[src/rtl/run_detector_onehot_if.sv]
// Bus bundle for the one-hot run detector: sample/control inputs towards the
// detector and its state/flag outputs back towards the consumer.
interface run_detector_onehot_if #(
    parameter int RUN_LEN = 2,
    parameter int CNT_W   = 8
);
    logic                 w;
    logic                 en;
    logic [1:0]           mode;
    logic                 clr;
    logic [2*RUN_LEN:0]   states;
    logic                 z;
    logic                 z_pulse;
    logic [CNT_W-1:0]     hit_count;
    logic                 err;

    // Driver side (stimulus / upstream logic)
    modport master (
        output w, en, mode, clr,
        input  states, z, z_pulse, hit_count, err
    );

    // Detector side
    modport slave (
        input  w, en, mode, clr,
        output states, z, z_pulse, hit_count, err
    );
endinterface

[src/rtl/run_detector_onehot.sv]
// One-hot Moore FSM that detects RUN_LEN identical consecutive samples of w.
// State vector: bit0 = INIT, bits[1..RUN_LEN] = Z1..ZRUN_LEN (zeros seen),
// bits[RUN_LEN+1..2*RUN_LEN] = O1..ORUN_LEN (ones seen). A non-one-hot vector
// is recovered to INIT on the next edge and flagged in a sticky err bit.
module run_detector_onehot #(
    parameter int RUN_LEN = 2,
    parameter int CNT_W   = 8
) (
    input  logic                  clk,
    input  logic                  reset,
    run_detector_onehot_if.slave  bus
);
    localparam int SW = 2 * RUN_LEN + 1;
    localparam int ZS = RUN_LEN;        // saturated zero-run state index
    localparam int OS = 2 * RUN_LEN;    // saturated one-run state index

    localparam logic [SW-1:0]    ST_INIT  = {{(SW-1){1'b0}}, 1'b1};
    localparam logic [CNT_W-1:0] CNT_ONE  = {{(CNT_W-1){1'b0}}, 1'b1};
    localparam logic [CNT_W-1:0] CNT_MAX  = {CNT_W{1'b1}};

    typedef enum logic [1:0] {
        MODE_BOTH = 2'b00,
        MODE_ZERO = 2'b01,
        MODE_ONE  = 2'b10,
        MODE_OFF  = 2'b11
    } mode_e;

    logic [SW-1:0]    r_states;
    logic             r_z_pulse;
    logic [CNT_W-1:0] r_hit;
    logic             r_err;

    logic [SW-1:0]    w_next;
    logic             w_legal;
    logic             w_zero_en;
    logic             w_one_en;
    logic             w_pulse;

    // Exactly one bit set means the state vector is a legal one-hot code.
    function automatic logic is_onehot(input logic [SW-1:0] v);
        int unsigned n;
        n = 32'd0;
        for (int i = 0; i < SW; i++) begin
            n = n + 32'(v[i]);
        end
        return (n == 32'd1);
    endfunction

    assign w_legal = is_onehot(r_states);

    // Decode which run polarities are allowed to report a detection.
    always_comb begin
        w_zero_en = 1'b0;
        w_one_en  = 1'b0;
        case (mode_e'(bus.mode))
            MODE_BOTH: begin w_zero_en = 1'b1; w_one_en = 1'b1; end
            MODE_ZERO: begin w_zero_en = 1'b1; w_one_en = 1'b0; end
            MODE_ONE:  begin w_zero_en = 1'b0; w_one_en = 1'b1; end
            MODE_OFF:  begin w_zero_en = 1'b0; w_one_en = 1'b0; end
            default:   begin w_zero_en = 1'b0; w_one_en = 1'b0; end
        endcase
    end

    // Next one-hot vector: each flop's D is the OR of its predecessors for the current w.
    always_comb begin
        w_next = '0;
        if (bus.w == 1'b0) begin
            w_next[1] = r_states[0] | (|r_states[OS:ZS+1]);
            for (int k = 2; k < RUN_LEN; k++) begin
                w_next[k] = r_states[k-1];
            end
            w_next[ZS] = r_states[ZS-1] | r_states[ZS];
        end else begin
            w_next[RUN_LEN+1] = r_states[0] | (|r_states[ZS:1]);
            for (int k = 2; k < RUN_LEN; k++) begin
                w_next[RUN_LEN+k] = r_states[RUN_LEN+k-1];
            end
            w_next[OS] = r_states[OS-1] | r_states[OS];
        end
    end

    // Pulse only on the edge that enters a saturated state from elsewhere.
    assign w_pulse = bus.en & w_legal &
                     ((w_next[ZS] & ~r_states[ZS] & w_zero_en) |
                      (w_next[OS] & ~r_states[OS] & w_one_en));

    // State, pulse, hit counter and sticky error registers.
    always_ff @(posedge clk) begin
        if (!reset) begin
            r_states  <= ST_INIT;
            r_z_pulse <= 1'b0;
            r_hit     <= '0;
            r_err     <= 1'b0;
        end else begin
            if (!w_legal) begin
                r_states  <= ST_INIT;
                r_z_pulse <= 1'b0;
            end else if (bus.en) begin
                r_states  <= w_next;
                r_z_pulse <= w_pulse;
            end else begin
                r_states  <= r_states;
                r_z_pulse <= 1'b0;
            end

            if (bus.clr) begin
                r_hit <= '0;
            end else if (w_pulse && (r_hit != CNT_MAX)) begin
                r_hit <= r_hit + CNT_ONE;
            end else begin
                r_hit <= r_hit;
            end

            // Detecting a corrupted state takes precedence over a clear.
            if (!w_legal) begin
                r_err <= 1'b1;
            end else if (bus.clr) begin
                r_err <= 1'b0;
            end else begin
                r_err <= r_err;
            end
        end
    end

    assign bus.states    = r_states;
    assign bus.z         = (r_states[ZS] & w_zero_en) | (r_states[OS] & w_one_en);
    assign bus.z_pulse   = r_z_pulse;
    assign bus.hit_count = r_hit;
    assign bus.err       = r_err;
endmodule
[src/flat_wrapper.sv]
// flat-port wrapper written by rule: the top's interface ports become plain ports
module run_detector_onehot_flat 
#(
    parameter int RUN_LEN = 2,
    parameter int CNT_W   = 8
)
  (clk, reset, bus_w, bus_en, bus_mode, bus_clr, bus_states, bus_z, bus_z_pulse, bus_hit_count, bus_err);
  run_detector_onehot_if #(.RUN_LEN(RUN_LEN), .CNT_W(CNT_W)) bus_i ();
  input  logic clk;
  input  logic reset;
  input wire logic [$bits(bus_i.w)-1:0] bus_w;
  input wire logic [$bits(bus_i.en)-1:0] bus_en;
  input wire logic [$bits(bus_i.mode)-1:0] bus_mode;
  input wire logic [$bits(bus_i.clr)-1:0] bus_clr;
  output wire logic [$bits(bus_i.states)-1:0] bus_states;
  output wire logic [$bits(bus_i.z)-1:0] bus_z;
  output wire logic [$bits(bus_i.z_pulse)-1:0] bus_z_pulse;
  output wire logic [$bits(bus_i.hit_count)-1:0] bus_hit_count;
  output wire logic [$bits(bus_i.err)-1:0] bus_err;
  assign bus_i.w = bus_w;
  assign bus_i.en = bus_en;
  assign bus_i.mode = bus_mode;
  assign bus_i.clr = bus_clr;
  assign bus_states = bus_i.states;
  assign bus_z = bus_i.z;
  assign bus_z_pulse = bus_i.z_pulse;
  assign bus_hit_count = bus_i.hit_count;
  assign bus_err = bus_i.err;
  run_detector_onehot #(.RUN_LEN(RUN_LEN), .CNT_W(CNT_W)) u_core (.clk(clk), .reset(reset), .bus(bus_i));
endmodule
[config.mk]
export PLATFORM = sky130hd
export DESIGN_NAME = run_detector_onehot_flat
export DESIGN_NICKNAME = d
export VERILOG_FILES = /design/src/rtl/run_detector_onehot_if.sv /design/src/rtl/run_detector_onehot.sv /design/src/flat_wrapper.sv
export SDC_FILE = /design/constraint.sdc
export NUM_CORES = 1
export LEC_CHECK = 0
export ABC_AREA = 1
export CAP_MARGIN = 20
export CORE_UTILIZATION = 30
export DETAILED_ROUTE_END_ITERATION = 16
export PLACE_DENSITY = 0.57
export SLEW_MARGIN = 20
export SYNTH_ARGS = -nofsm -noshare
export SYNTH_HDL_FRONTEND = slang
export SYNTH_SLANG_ARGS = --single-unit
[constraint.sdc]
create_clock -name clk -period 3.6 [get_ports clk]
set_clock_uncertainty 0.05 [all_clocks]
set_input_delay 0.72 -clock clk [delete_from_list [all_inputs] [get_ports clk]]
set_output_delay 0.72 -clock clk [all_outputs]
set_load 0.02 [all_outputs]
==> impl_metrics.ini, run 1 <==
[status]
status = finished, violations left
failed_checks = design-rule violations

[yosys]
yosys.cell_types.count = 25
ys_seq_area_share_pct = 31.6
ys_ff_latch = 15
post_synth_and_or_nand_nor_area_fraction_pct = 38.9
synthesis.instances = 133
number_of_nets_in_the_synthesized_netlist = 145
synth-xor-area-share_pct = 0
synth_compound_gate_area_share_pct = 11.4
main_combinational_cell_family_by_area_after_synthesis = simple AND/OR/NAND/NOR gates
synth_warnings = 0
syn-mean-instance-area_um2 = 7.15
synthesis.area_um2 = 951
post_synth_fa_ha_maj_area_fraction_pct = 8.16
share_of_synthesized_area_spent_on_multiplexers_pct = 0

[sta]
max_freq_mhz = 369
timing_hold_violations_final = 0
max_slew.worst_pin.slew_ps = 667
final_max_slew_viols = 0
finalCritPeriodShare_pct = 75.3
setup_viol = 0
fin_crit_ps = 2710
whs_ps = 430
max_slew_margin_pct = 55.4
unrepaired_setup_endpoints_after_global_routing = false
finalSetupTns_ps = 0

[floorplan]
die_w_um = 58.3
die_h_um = 58.3
row_count = 20
area_of_the_die_um2 = 3400
initial_utilization_pct = 31.4
floorplan.io_pins = 23
core-area_um2 = 3030

[routing]
routed-via-count = 881
ant_nets_after_route = 0
wl_per_cell_um = 10.0
routed_wl_mm = 2.04
viasPerCell = 4.34
drt_pass1_iterations = 11
top_layer_used = met4
route.met3.wl_um = 38
drt_first_iter_violations = 18
detail_route.wirelength.met1_mm = 1.06
drcViolationCount = 1
wl_met2_um = 893

[placement]
gp_congestion = 0.780
port-buffer-count = 22
place.detailed.hpwl_mm = 1.62

[final_layout]
layout.cells.most_common = sky130_fd_sc_hd__nor2_1
drive_gt1_share_pct = 13.8
areaGrowthSynthToFinish_pct = 31.7
n_antenna_cell = 0
mostFrequentLayoutCells = sky130_fd_sc_hd__nor2_1, sky130_fd_sc_hd__nand2_1, sky130_fd_sc_hd__inv_1, sky130_fd_sc_hd__clkdlybuf4s50_1, sky130_fd_sc_hd__dfxtp_1
num-fill-cells = 303
layout.nets = 172

[pwr]
power.static_leakage_uw = 0.000533
max-vdd-ir-drop_uv = 241
power.density_nw_per_um2 = 443
power_uw = 555

[worst_setup_path]
cp-start-kind = register
cp_max_fo = 7
arrival_ps = 2890
cp_required_ps = 3780
criticalPathCategory = register to register
timing.critical_path.to_type = register

[flow_run]
drv_cap = 0

[cts]
postCtsResizedCells = 0
clockRootBuffer = sky130_fd_sc_hd__clkbuf_4
cts_made_buffers = 3
cts_tree = yes
clock_insertion_delay_worst_skew_ps = 290
clockBufferDepth = 2
clock_sink_count = 15
path_clk_slew_ps = 90
cts_hold_buffers = 0
cts_post_setup_buffers_inserted = 0
level_count_of_the_clock_h_tree = 1

[global_route]
grt_usage_pct = 13.0
grt_pass1_vias = 778
number_of_antenna_violations_at_the_first_check_in_global_routing = 0
gr-total-overflow = 0
largest_net_degree_at_the_start_of_global_routing = 9
grt_pass1_wl_mm = 3.28

[hold_path]
holdCritPathClass = register to register
## cell families after synthesis
kind of cell               Yosys count
adders and majority gates            5
AOI/OAI and AO/OA                   16
DFF                                 15
buffers and inverters               25
and+or+nand+nor                     72
## where the power goes
part	switching (uW)	total (uW)	leakage [uW]	internal (uW)
Sequential	19.6	204	0.000122	185
Combinational	156	251	0.000397	95.3
Clock	56.9	100	0.0000150	43.1
## cell usage after synthesis
cell type	n	area (um2)
sky130_fd_sc_hd__nand3b_1	1	7.51
sky130_fd_sc_hd__o21bai_2	3	33.8
sky130_fd_sc_hd__nor2_8	1	20.0
sky130_fd_sc_hd__a21oi_1	6	30.0
sky130_fd_sc_hd__nor3_1	1	5.00
sky130_fd_sc_hd__nor2_4	2	22.5
sky130_fd_sc_hd__o211ai_1	1	7.51
sky130_fd_sc_hd__inv_2	2	7.51
sky130_fd_sc_hd__nand3_1	6	30.0
sky130_fd_sc_hd__dfxtp_1	15	300
sky130_fd_sc_hd__a21oi_2	1	8.76
sky130_fd_sc_hd__nand2_4	3	33.8
sky130_fd_sc_hd__fa_1	2	40.0
sky130_fd_sc_hd__ha_1	3	37.5
sky130_fd_sc_hd__nand3_4	1	17.5
sky130_fd_sc_hd__nand2_2	4	25.0
sky130_fd_sc_hd__o22ai_1	1	6.26
sky130_fd_sc_hd__nand2_1	24	90.1
sky130_fd_sc_hd__o21ai_1	1	5.00
sky130_fd_sc_hd__o31ai_1	1	7.51
sky130_fd_sc_hd__nand4_1	2	12.5
sky130_fd_sc_hd__nor2_2	2	12.5
sky130_fd_sc_hd__inv_1	23	86.3
sky130_fd_sc_hd__o21ai_0	2	10.0
sky130_fd_sc_hd__nor2_1	25	93.8
## state kept, by name (all words and copies together), names as in the netlist
signal and flops:
u_core.bus.hit_count 8, u_core.bus.states 5, u_core.bus.err 1, u_core.bus.z_pulse 1
## final timing paths
kind                   startpoint                 endpoint  slack, ps  depth (start not counted)
min                u_core.bus.err           u_core.bus.err        430                          2
max reg2reg  u_core.bus.states[1]  u_core.bus.hit_count[1]        890                         13
min reg2reg        u_core.bus.err           u_core.bus.err        430                          2
max          u_core.bus.states[1]  u_core.bus.hit_count[1]        890                         13
## area by class of cell
cell class | instances | area [um2] | share of cell area (%)
multi-input cells | 93 | 557 | 44.5
flip-flops and latches | 15 | 300 | 24.0
repair buffers | 22 | 220 | 17.6
inverters | 25 | 93.8 | 7.49
well taps | 44 | 55.1 | 4.40
clock buffers | 4 | 26.3 | 2.10
## layer usage
metal	GRT usage (%)	vias up
li1	-	467
met1	16.7	398
met2	19.9	12
met3	2.86	4
met4	8.16	0
met5	0	-
## worst max-delay path, stage by stage (launching register included)
cell                      delay, ps
sky130_fd_sc_hd__dfxtp_1        360
sky130_fd_sc_hd__ha_1           280
sky130_fd_sc_hd__inv_1           40
sky130_fd_sc_hd__fa_1           470
sky130_fd_sc_hd__inv_1           40
sky130_fd_sc_hd__ha_1           180
sky130_fd_sc_hd__fa_1           430
sky130_fd_sc_hd__inv_1           80
sky130_fd_sc_hd__nand3_1        180
sky130_fd_sc_hd__nor2_8         170
sky130_fd_sc_hd__nand3_4        120
sky130_fd_sc_hd__nand2_1         80
sky130_fd_sc_hd__nand2_1         40
sky130_fd_sc_hd__nor2_1         120
## through the flow
step / instance area, um2 / utilization, % / instances / setup WS [ps]
floorplan: 951 / - / 133 / 931
global placement: 1230 / 40.5 / 199 / 909
detailed placement: 1230 / 40.5 / 199 / 891
CTS: 1250 / 41.4 / 203 / 863
global route: 1250 / 41.4 / 203 / 722
finish: 1250 / 41.4 / 203 / 890
Note: power is estimated with default switching activity, not from simulation.
==> run 2, diff against run 1 <==
==> constraint.sdc (replaced) <==
create_clock -name clk -period 2.6 [get_ports clk]
set_clock_uncertainty 0.05 [all_clocks]
set_input_delay 0.52 -clock clk [delete_from_list [all_inputs] [get_ports clk]]
set_output_delay 0.52 -clock clk [all_outputs]
set_load 0.02 [all_outputs]
==> impl_metrics.ini, run 2 (synthesis results as in run 1) <==
[status]
status = complete, no violations

[cts]
path_clk_slew_ps = 100
cts_tree = yes
clockRootBuffer = sky130_fd_sc_hd__clkbuf_4
cts_made_buffers = 3
level_count_of_the_clock_h_tree = 1
clock_insertion_delay_worst_skew_ps = 300
cts_hold_buffers = 0
clockBufferDepth = 2
clock_sink_count = 15

[floorplan]
area_of_the_die_um2 = 3400
row_count = 20
die_h_um = 58.3
initial_utilization_pct = 31.4
die_w_um = 58.3
core-area_um2 = 3030
floorplan.io_pins = 23

[hold_path]
holdCritPathClass = register to register
worst_hold_path.endpoint = u_core.bus.err
hp-start = u_core.bus.err
worst_hold_path.num_cells = 2

[routing]
drcViolationCount = 0
wl_met2_um = 925
viasPerCell = 4.28
routed_wl_mm = 2.03
drt_first_iter_violations = 19
wl_per_cell_um = 9.75
detail_route.wirelength.met1_um = 985
top_layer_used = met4
ant_nets_after_route = 0
route.met3.wl_um = 77
routed-via-count = 890
drt_pass1_iterations = 4

[pwr]
pwr-share-comb_pct = 50.9
power.static_leakage_uw = 0.000560
clockPowerShare_pct = 16.4
max-vdd-ir-drop_uv = 268
switching_share_pct = 41.8
power.density_nw_per_um2 = 648
p_switching_uw = 361
pwr-share-seq_pct = 32.7
cell_internal_pwr_uw = 504

[sta]
finalCritPeriodShare_pct = 97.5
max_slew_margin_pct = 58.3
timing_hold_violations_final = 0
max_slew.worst_pin.slew_ps = 624
max_freq_mhz = 395
whs_ps = 420
setup_ws_ps = 65.2
setup_viol = 0
final_max_slew_viols = 0
fin_crit_ps = 2530
unrepaired_setup_endpoints_after_global_routing = true

[worst_setup_path]
critical-path-slowest-cell = sky130_fd_sc_hd__fa_1
cp_max_fo = 7
critical_path.reg2reg.endpoint = u_core.bus.hit_count[0]
cp_cell_instances = ha_4 -> inv_2 -> fa_1 -> inv_1 -> ha_2 -> fa_1 -> inv_2 -> nand3_4 -> nor2_8 -> nand3_4 -> nand2_2 -> nand2_1 -> nor2_1
cp-start-kind = register
worst-r2r-setup-slack_ps = 70
rr_startpoint = u_core.bus.states[0]
timing.critical_path.to_type = register
cp_required_ps = 2790
rr_worst_depth = 13
criticalPathCategory = register to register
cp_slowest_stage_delay_ps = 470
arrival_ps = 2720

[final_layout]
largest_reg_flops = 8
areaGrowthSynthToFinish_pct = 40.5
drive_gt1_share_pct = 24.4
layout.nets = 177
n_antenna_cell = 0
layout.cells.most_common = sky130_fd_sc_hd__nor2_1
mostFrequentLayoutCells = sky130_fd_sc_hd__nor2_1, sky130_fd_sc_hd__clkdlybuf4s50_1, sky130_fd_sc_hd__inv_1, sky130_fd_sc_hd__nand2_1, sky130_fd_sc_hd__dfxtp_1
layout.cells.non_filler = 208
num-fill-cells = 314

[flow_run]
drv_cap = 0

[global_route]
grt_pass1_wl_mm = 3.41
grt_pass1_vias = 796
number_of_antenna_violations_at_the_first_check_in_global_routing = 0
largest_net_degree_at_the_start_of_global_routing = 11
grt_usage_pct = 13.1
gr-total-overflow = 0

[placement]
port-buffer-count = 22
place.detailed.hpwl_mm = 1.62
placement.setup.worst_slack_ps = 16.7
number_of_placed_instances_with_taps_included = 203
gp_congestion = 0.779
-- run 2: through the flow --
step                      setup TNS, ps  power [uW]  instance area (um2)  utilization, %
after floorplan                       0         545                  957               -
final                                 0         866                 1340            44.1
after global routing               -534         929                 1340            44.1
after detailed placement              0         677                 1260            41.7
after global placement                0         670                 1260            41.7
after CTS                             0         844                 1300            42.9
-- run 2: repair_timing --
| item | in CTS | in global routing |
|---|---|---|
| setup buffers | 0 | 1 |
| setup endpoints to repair | 3 | 12 |
| resized for setup | 1 | 10 |
| pin swaps | 0 | 6 |
-- run 2: critical path, delay by kind of cell, from the launching register on --
family / cells / cell delay, ps
buffers and inverters: 3 / 160
flip-flops: 1 / 350
adder cells (fa/ha/maj): 4 / 1340
AND/OR/NAND/NOR: 6 / 560
-- run 2: final cells by class --
cell class | instances | area (um2) | share of cell area, %
Clock buffer | 3 | 22.5 | 1.69
Multi-Input combinational cell | 93 | 597 | 44.7
Inverter | 25 | 93.8 | 7.02
Timing Repair Buffer | 27 | 258 | 19.3
Clock inverter | 1 | 7.51 | 0.562
Tap cell | 44 | 55.1 | 4.12
Sequential cell | 15 | 303 | 22.7
-- run 2: worst max-delay path by stage --
| stage | from | end | cells after the start |
|---|---|---|---|
| 5_1_grt | u_core.bus.states[0] | u_core.bus.hit_count[0] | 13 |
| 2_1_floorplan | u_core.bus.states[0] | u_core.bus.hit_count[4] | 14 |
| 3_5_place_dp | u_core.bus.states[0] | u_core.bus.hit_count[4] | 14 |
| 4_1_cts | u_core.bus.states[0] | u_core.bus.hit_count[4] | 14 |
| 3_3_place_gp | u_core.bus.states[0] | u_core.bus.hit_count[4] | 14 |
| 6_report | u_core.bus.states[0] | u_core.bus.hit_count[0] | 13 |
-- run 2: layer usage --
| metal | track usage, % | vias up |
|---|---|---|
| met3 | 3.52 | 4 |
| li1 | - | 474 |
| met5 | 0 | - |
| met4 | 6.12 | 0 |
| met1 | 17.4 | 399 |
| met2 | 19.9 | 13 |
-- run 2: power by group through the flow --
stage	Sequential [uW]	Combinational (uW)	Clock, uW
4_1_cts	276	420	148
6_report	283	441	142
3_3_place_gp	279	390	0
2_1_floorplan	314	231	0
5_1_grt	286	485	158
3_5_place_dp	281	396	0
==> run 3, diff against run 2 <==
--- a/config.mk
+++ b/config.mk
@@ -7,10 +7,11 @@
 export LEC_CHECK = 0
 export ABC_AREA = 1
 export CAP_MARGIN = 20
-export CORE_UTILIZATION = 30
+export CELL_PAD_IN_SITES_DETAIL_PLACEMENT = 0
+export CELL_PAD_IN_SITES_GLOBAL_PLACEMENT = 2
+export CORE_UTILIZATION = 26
 export DETAILED_ROUTE_END_ITERATION = 16
-export PLACE_DENSITY = 0.57
-export SLEW_MARGIN = 20
+export PLACE_DENSITY = 0.81
 export SYNTH_ARGS = -nofsm -noshare
 export SYNTH_HDL_FRONTEND = slang
 export SYNTH_SLANG_ARGS = --single-unit
==> impl_metrics.ini, run 3 (synthesis results as in run 1) <==
[status]
status = complete, no violations

[floorplan]
row_count = 21
core-area_um2 = 3420
initial_utilization_pct = 27.8
area_of_the_die_um2 = 3900
floorplan.io_pins = 23
die_w_um = 62.5
die_h_um = 62.5

[final_layout]
n_antenna_cell = 0
postLayoutCellArea_um2 = 1330
mostFrequentLayoutCells = sky130_fd_sc_hd__nor2_1, sky130_fd_sc_hd__nand2_1, sky130_fd_sc_hd__clkdlybuf4s50_1, sky130_fd_sc_hd__inv_1, sky130_fd_sc_hd__dfxtp_1
largest_reg_flops = 8
layout.cells.most_common = sky130_fd_sc_hd__nor2_1
drive_gt1_share_pct = 22.6
layout.nets = 177
num-fill-cells = 380
areaGrowthSynthToFinish_pct = 40.0

[placement]
place.detailed.hpwl_mm = 1.72
port-buffer-count = 22
gp_congestion = 0.745
dpl-instance-area_um2 = 1260

[pwr]
power.static_leakage_uw = 0.000558
switching_share_pct = 42.0
pwr-share-comb_pct = 50.7
max-vdd-ir-drop_uv = 313
power.density_nw_per_um2 = 653
p_switching_uw = 365
pwr-share-seq_pct = 32.5
clockPowerShare_pct = 16.8
cell_internal_pwr_uw = 505

[sta]
max_slew_margin_pct = 59.7
fin_crit_ps = 2530
setup_viol = 0
finalSetupTns_ps = 0
unrepaired_setup_endpoints_after_global_routing = true
max_freq_mhz = 396
timing_hold_violations_final = 0
final_max_slew_viols = 0
finalCritPeriodShare_pct = 97.2
max_slew.worst_pin.slew_ps = 603

[global_route]
number_of_antenna_violations_at_the_first_check_in_global_routing = 0
grt_pass1_wl_mm = 3.46
largest_net_degree_at_the_start_of_global_routing = 11
grt_pass1_vias = 788
grt_usage_pct = 11.5
gr-total-overflow = 0

[cts]
level_count_of_the_clock_h_tree = 1
path_clk_slew_ps = 100
clockBufferDepth = 2
cts_hold_buffers = 0
clock_insertion_delay_worst_skew_ps = 290
cts_tree = yes
cts_made_buffers = 3
clock_sink_count = 15
clockRootBuffer = sky130_fd_sc_hd__clkbuf_4

[routing]
drcViolationCount = 0
wl_per_cell_um = 10.2
drt_first_iter_violations = 7
routed-via-count = 892
routed_wl_mm = 2.14
ant_nets_after_route = 0
drt_pass1_iterations = 4
viasPerCell = 4.25

[worst_setup_path]
cp_max_fo = 7
cp-start-kind = register
criticalPathCategory = register to register
cp_required_ps = 2790
arrival_ps = 2720
timing.critical_path.to_type = register

[flow_run]
drv_cap = 0

[hold_path]
holdCritPathClass = register to register
==> run 3: changes by cell type in the layout (fill, tap and decap cells not counted) <==
cell | previous run | this run
sky130_fd_sc_hd__nor2_2 | 4 | 3
sky130_fd_sc_hd__nor2_1 | 23 | 24
sky130_fd_sc_hd__nand2_1 | 21 | 23
sky130_fd_sc_hd__nand2_2 | 7 | 5
==> run 3: cell type report <==
type / instances / area, um2 / share of cell area (%)
well taps: 46 / 57.6 / 4.32
clock inverters: 1 / 7.51 / 0.564
flip-flops and latches: 15 / 303 / 22.7
clock buffers: 3 / 22.5 / 1.69
inverters: 25 / 93.8 / 7.05
multi-input cells: 93 / 589 / 44.3
repair buffers: 27 / 258 / 19.4
==> run 3: power groups by stage <==
stage / Sequential (uW) / Clock [uW] / Combinational, uW
floorplan: 314 / 0 / 231
global placement: 279 / 0 / 394
detailed placement: 280 / 0 / 396
CTS: 278 / 153 / 441
global route: 286 / 163 / 482
finish: 283 / 146 / 441
==> run 3: worst paths after layout <==
check	endpoint	from	slack, ps	cells past startpoint
min	u_core.bus.err	u_core.bus.err	440	2
min reg2reg	u_core.bus.err	u_core.bus.err	440	2
max reg2reg	u_core.bus.hit_count[0]	u_core.bus.states[0]	70	13
max	u_core.bus.hit_count[0]	u_core.bus.states[0]	70	13
==> run 3: metrics by stage <==
step                power, uW  utilization, %  hold WS, ps  setup slack (ps)  instances
global route              931            39.0          453             -42.7        210
detailed placement        676            37.0          412             -2.73        205
floorplan                 545               -          468              6.56        133
finish                    870            39.0          441              73.0        210
CTS                       872            38.5          449              17.6        210
global placement          674            37.0          400              92.3        205
==> run 3: repair_timing <==
action                                  4_1_cts  5_1_grt
pin swaps                                     2        7
endpoints found under the setup margin        1        9
buffers inserted                              1        0
gates resized for setup                       4        4
==> run 3: per-layer routing <==
metal | track usage (%) | vias to the layer above | wire [um]
met3 | 3.83 | 2 | 81
li1 | - | 475 | -
met2 | 18.1 | 12 | 994
met1 | 14.4 | 403 | 1040
met5 | 0 | - | 0
met4 | 4.36 | 0 | 27
==> run 3: worst max-delay path, stage by stage (launching register included) <==
cell                      delay (ps)
sky130_fd_sc_hd__dfxtp_2         350
sky130_fd_sc_hd__ha_4            250
sky130_fd_sc_hd__inv_2            30
sky130_fd_sc_hd__fa_1            470
sky130_fd_sc_hd__inv_1            40
sky130_fd_sc_hd__ha_2            160
sky130_fd_sc_hd__fa_1            440
sky130_fd_sc_hd__inv_2            90
sky130_fd_sc_hd__nand3_4          90
sky130_fd_sc_hd__nor2_8          130
sky130_fd_sc_hd__nand3_4         120
sky130_fd_sc_hd__nand2_2          90
sky130_fd_sc_hd__nand2_1          40
sky130_fd_sc_hd__nor2_1          110
